**src/rtl/move_dir_scheduler.sv**
```systemverilog
// rtl/move_dir_scheduler.sv - sequences the direction validator over the 8 compass directions
// Optional feature macro: EARLY_EXIT_EN stops the scan after the first legal direction.
module move_dir_scheduler #(
  parameter int ADDR_W      = 7,
  parameter int ROW_STRIDE  = 10,
  parameter int TIMEOUT_CYC = 31
) (
  input  logic              clock,
  input  logic              reset,
  input  logic              start,
  input  logic              player,
  input  logic [ADDR_W-1:0] s_addr_in,
  output logic              busy,
  output logic              done,
  output logic              legal,
  output logic [7:0]        dir_mask,
  output logic              timeout_o,
  output logic              ld_vali_o,
  output logic              start_vali_o,
  output logic [ADDR_W-1:0] s_addr_out,
  output logic              player_o,
  output logic [ADDR_W-1:0] step_o,
  input  logic              s_done_in,
  input  logic              dir_status_in
);

  localparam int WDOG_W = $clog2(TIMEOUT_CYC);
`ifdef EARLY_EXIT_EN
  localparam bit EARLY_EXIT = 1'b1;
`else
  localparam bit EARLY_EXIT = 1'b0;
`endif

  typedef enum logic [2:0] {S_IDLE, S_LOAD, S_KICK, S_WAIT, S_NEXT, S_DONE} state_t;

  state_t              state_q;
  logic [2:0]          dir_q;
  logic [WDOG_W-1:0]   wdog_q;
  logic [7:0]          mask_q;
  logic                timeout_q;
  logic                busy_q;
  logic                done_q;
  logic                ld_q;
  logic                kick_q;
  logic [ADDR_W-1:0]   addr_q;
  logic                player_q;
  logic [ADDR_W-1:0]   step_q;

  // Steps are taken modulo 2^ADDR_W so negative offsets wrap into the address space.
  function automatic logic [ADDR_W-1:0] dir_step(input logic [2:0] d);
    logic [ADDR_W-1:0] s;
    logic [ADDR_W-1:0] one;
    s   = ADDR_W'(ROW_STRIDE);
    one = ADDR_W'(1);
    case (d)
      3'd0:    dir_step = '0 - s;
      3'd1:    dir_step = '0 - s + one;
      3'd2:    dir_step = one;
      3'd3:    dir_step = s + one;
      3'd4:    dir_step = s;
      3'd5:    dir_step = s - one;
      3'd6:    dir_step = '0 - one;
      default: dir_step = '0 - s - one;
    endcase
  endfunction

  always_ff @(posedge clock) begin
    if (!reset) begin
      state_q   <= S_IDLE;
      dir_q     <= '0;
      wdog_q    <= '0;
      mask_q    <= '0;
      timeout_q <= 1'b0;
      busy_q    <= 1'b0;
      done_q    <= 1'b0;
      ld_q      <= 1'b0;
      kick_q    <= 1'b0;
      addr_q    <= '0;
      player_q  <= 1'b0;
      step_q    <= '0;
    end else begin
      case (state_q)
        S_IDLE: begin
          if (start) begin
            addr_q    <= s_addr_in;
            player_q  <= player;
            mask_q    <= '0;
            timeout_q <= 1'b0;
            dir_q     <= '0;
            step_q    <= dir_step(3'd0);
            ld_q      <= 1'b1;
            busy_q    <= 1'b1;
            state_q   <= S_LOAD;
          end
        end
        S_LOAD: begin
          ld_q    <= 1'b0;
          kick_q  <= 1'b1;
          state_q <= S_KICK;
        end
        S_KICK: begin
          kick_q  <= 1'b0;
          wdog_q  <= '0;
          state_q <= S_WAIT;
        end
        S_WAIT: begin
          // A validator done on the final watchdog cycle takes priority over the timeout.
          if (s_done_in) begin
            mask_q[dir_q] <= dir_status_in;
            state_q       <= S_NEXT;
          end else if (wdog_q == WDOG_W'(TIMEOUT_CYC - 1)) begin
            mask_q[dir_q] <= 1'b0;
            timeout_q     <= 1'b1;
            state_q       <= S_NEXT;
          end else begin
            wdog_q <= wdog_q + WDOG_W'(1);
          end
        end
        S_NEXT: begin
          if (dir_q == 3'd7 || (EARLY_EXIT && (|mask_q))) begin
            done_q  <= 1'b1;
            state_q <= S_DONE;
          end else begin
            dir_q   <= dir_q + 3'd1;
            step_q  <= dir_step(dir_q + 3'd1);
            ld_q    <= 1'b1;
            state_q <= S_LOAD;
          end
        end
        S_DONE: begin
          done_q  <= 1'b0;
          busy_q  <= 1'b0;
          state_q <= S_IDLE;
        end
        default: state_q <= S_IDLE;
      endcase
    end
  end

  assign busy         = busy_q;
  assign done         = done_q;
  assign dir_mask     = mask_q;
  assign legal        = |mask_q;
  assign timeout_o    = timeout_q;
  assign ld_vali_o    = ld_q;
  assign start_vali_o = kick_q;
  assign s_addr_out   = addr_q;
  assign player_o     = player_q;
  assign step_o       = step_q;

endmodule

```
**config.mk**
```make
export PLATFORM = sky130hd
export DESIGN_NAME = move_dir_scheduler
export DESIGN_NICKNAME = d
export VERILOG_FILES = /design/src/rtl/move_dir_scheduler.sv
export SDC_FILE = /design/constraint.sdc
export NUM_CORES = 1
export LEC_CHECK = 0
export CAP_MARGIN = 20
export CORE_MARGIN = 2
export CORE_UTILIZATION = 40
export DETAILED_ROUTE_END_ITERATION = 10
export GPL_TIMING_DRIVEN = 1
export MAX_ROUTING_LAYER = met4
export PLACE_DENSITY = 0.72
export SLEW_MARGIN = 20
export SYNTH_ARGS = -nofsm -noshare
export SYNTH_HDL_FRONTEND = slang
export SYNTH_SLANG_ARGS = --single-unit
```
**constraint.sdc**
```tcl
create_clock -name clock -period 2.1 [get_ports clock]
set_input_delay 0.21 -clock clock [delete_from_list [all_inputs] [get_ports clock]]
set_output_delay 0.21 -clock clock [all_outputs]
set_load 0.02 [all_outputs]
```
==> impl_results.md, run 1 <==
- Status: complete, no violations
- Number of synthesized register bits: 36
- Initial antenna violation count: 0
- Largest net degree at the start of global routing: 20
- FF+latch area: 721 um2
- Layout cell share with drive strength beyond 1: 0.0927
- Slew @ Worst Pin: 0.543 ns
- Hold WC Path Type: flip-flop to flip-flop
- Rows: 24
- Vias in the first global route: between 1,500 and 2,000
- Area leader, netlist: dfxtp_1
- Total number of vias: 1,695
- Worst hold slack: 0.453 ns
- Synth top area share: 0.391
- CTS Buf Count: 5
- Pwr/cell area: 626 mW/mm2
- CP Cell Sequence: nor4_1 -> nand2_1 -> clkdlybuf4s50_1
- Final Hold Viols: 0
- DRT antenna net count: 0
- Min Tclk post-route: about 1.8 ns
- Number of synthesized flops with an enable pin: 0
- Syn Inst Count: roughly 200
- Critical path origin: dir_mask[7]
- Cts hold-fix bufs: 0
- CORE AREA: 0.00441 mm2
- Clock root buffer: clkbuf_8
- Count of final max-slew check failures: 0
- Sequential share of the synthesized area: 0.391
- Worst skew pair latency: 0.29 ns
- Synthesized cell area: 0.00185 mm2
- Post-synth cell types: 45
- RSZ-0062 raised after global routing: no
- Nets@finish: 272
- Layout Skew: approximately 0.008 ns
- Setup violators final: 0
- Total Power: 1.49 mW
- Die width: 71.9 um
- Peak VDD IR: 0.233 mV
- Initial core utilization: 0.418
- Sinks on Clock Net: 36
- Top_reg_cell synth: dfxtp_1
- Vias per inst: about 5.7
- Port-buffer cells: 41
- Critical path's largest stage delay: 0.54 ns
- Syn avg cell area: roughly 9.0 um2
- Wire per inst: 14.8 um
- Critical Path AT: 1.58 ns
- Crit path required time: 1.89 ns
- Setup Fix Bufs, Post-CTS: 0
- DP Wirelength: 3.13 mm
- 1st-iter DRT viols: 155
- Cell Area, Placed: ~0.0023 mm2
- Routability Congestion: 0.870
- Global-route usage over all layers: 0.182
- Worst-path fanout max: 3
- First-pass GRT wire length: approximately 7.2 mm
- Slowest stage cell, crit path: clkdlybuf4s50_1
- ANT cells: 0
- Nature of the critical path startpoint: flip-flop
- Chip Height: between 70 and 80 um
- Fmax: 0.559 GHz
- First drt pass iteration count: 4
- CP bufs+invs: 1
- Clock-pin slew on the worst setup and hold paths: approximately 0.070 ns
- WL final: 4.43 mm
- Layout Cells excl Fill: 300
- Capturing element type of the critical path: primary output
- Crit share post-route: 0.852
- H-tree depth: 2
- Number of remaining DRC errors: 0
- Synth area leaders: dfxtp_1, ha_1, nand2_1, a21oi_1, a32o_1
- PostCTS Resize Cnt: 0
- Die ar.: 0.00517 mm2
- Post-Syn Nets: roughly 230
- RR Startpoint: wdog_q[0]
- Multi-input logic area: around 990 um2
- YS warnings: 0
- CP top delay family: buffers and inverters
- # IOs: 42
- Setup TNS: 0 ns
- Clk buf depth: 2
- Setup CP Type: flip-flop to primary output
- Fill count: around 420
- Cell area after layout: approximately 0.0024 mm2
- Area Overhead vs Synth: 29.3%
- CTS tree: yes
- Hold path startpoint: player_o
- Max-Cap Viols: 0
- Inst Count DP: 292
- Share of flip-flops with an asynchronous set or reset: 0
- Worst relative slew slack: 0.638
- Leakage power: 0.869 nW
- Grt ovf: 0
-- cell usage after synthesis, types with 4 or more instances --
library cell / count
nand4_1: 8
clkbuf_1: 5
buf_4: 4
dfxtp_1: 36
o21ai_0: 7
inv_1: 10
a31oi_1: 5
buf_2: 5
nor3_1: 6
o31ai_1: 5
nand2_1: 27
a32o_1: 8
nor4_1: 5
ha_1: 12
a21oi_1: 17
-- tightest hold or removal path, cell delays in order (launching register included) --
cell and delay (ns):
dfxtp_1 0.31, nand2_1 0.05, a21oi_1 0.05
-- layout make-up --
type | count | area share
multi-input cells | 143 | 0.414
flip-flops and latches | 36 | 0.302
repair buffers | 51 | 0.203
clock buffers | 8 | 0.0378
well taps | 52 | 0.0273
inverters | 10 | 0.0157
-- path summary, 6_finish.rpt --
kind | cells after the start | end | slack, ns
worst max-delay path | 3 | legal | 0.31
worst min register to register | 2 | player_o | 0.45
worst max register to register | 5 | wdog_q[1] | 0.37
worst min-delay path | 2 | player_o | 0.45
-- placed cells by master, fill, tap and decap left out, types with 5 or more instances in the layout --
master and count:
ha_1 12, inv_1 10, a32o_1 8, nand2_1 27, clkdlybuf4s50_1 41, nand4_1 8
a21oi_1 17, buf_4 10, o21ai_0 7, nor3_1 6, nor4_1 5, a31oi_1 5
dfxtp_1 36, o31ai_1 5, clkbuf_8 6
-- logic make-up (layout without fill, tap and decap cells) --
family                     Yosys count  after routing  synth area share
AOI/OAI and AO/OA                   56             56             0.214
adders and majority gates           12             12            0.0814
buffers and inverters               27             69            0.0746
DFF                                 36             36             0.391
and+or+nand+nor                     75             75             0.240
-- routing by layer --
layer | vias up | track usage | part of all wire
li1 | 844 | - | -
met1 | 799 | 0.227 | 0.46
met2 | 45 | 0.286 | 0.49
met3 | 7 | 0.0361 | 0.039
met4 | 0 | 0.0839 | 0.017
met5 | - | - | 0
-- sequential cells by signal (all words and copies together) (netlist names) --
signal	count
dir_mask	8
s_addr_out	7
wdog_q	5
step_o	4
dir_q	3
state_q	3
busy	1
done	1
ld_vali_o	1
player_o	1
start_vali_o	1
timeout_o	1
-- stage by stage --
step                 util  worst slack, ns
finish              0.541            0.311
global route        0.541            0.230
CTS                 0.541            0.285
detailed placement  0.520            0.296
global placement    0.520            0.335
floorplan               -            0.443
-- power breakdown --
group	total [mW]	internal [mW]	switching, mW
logic	0.247	0.115	0.133
registers	0.730	0.708	0.0216
clock network	0.517	0.268	0.249
No activity file was read; power rests on OpenSTA's default activity.
==> run 2, diff against run 1 <==
--- a/config.mk
+++ b/config.mk
@@ -12,6 +12,7 @@
 export GPL_TIMING_DRIVEN = 1
 export MAX_ROUTING_LAYER = met4
 export PLACE_DENSITY = 0.72
+export SKIP_LAST_GASP = 1
 export SLEW_MARGIN = 20
 export SYNTH_ARGS = -nofsm -noshare
 export SYNTH_HDL_FRONTEND = slang
==> results of run 2 <==
Final layout, timing and power as in run 1 (identical DEF).
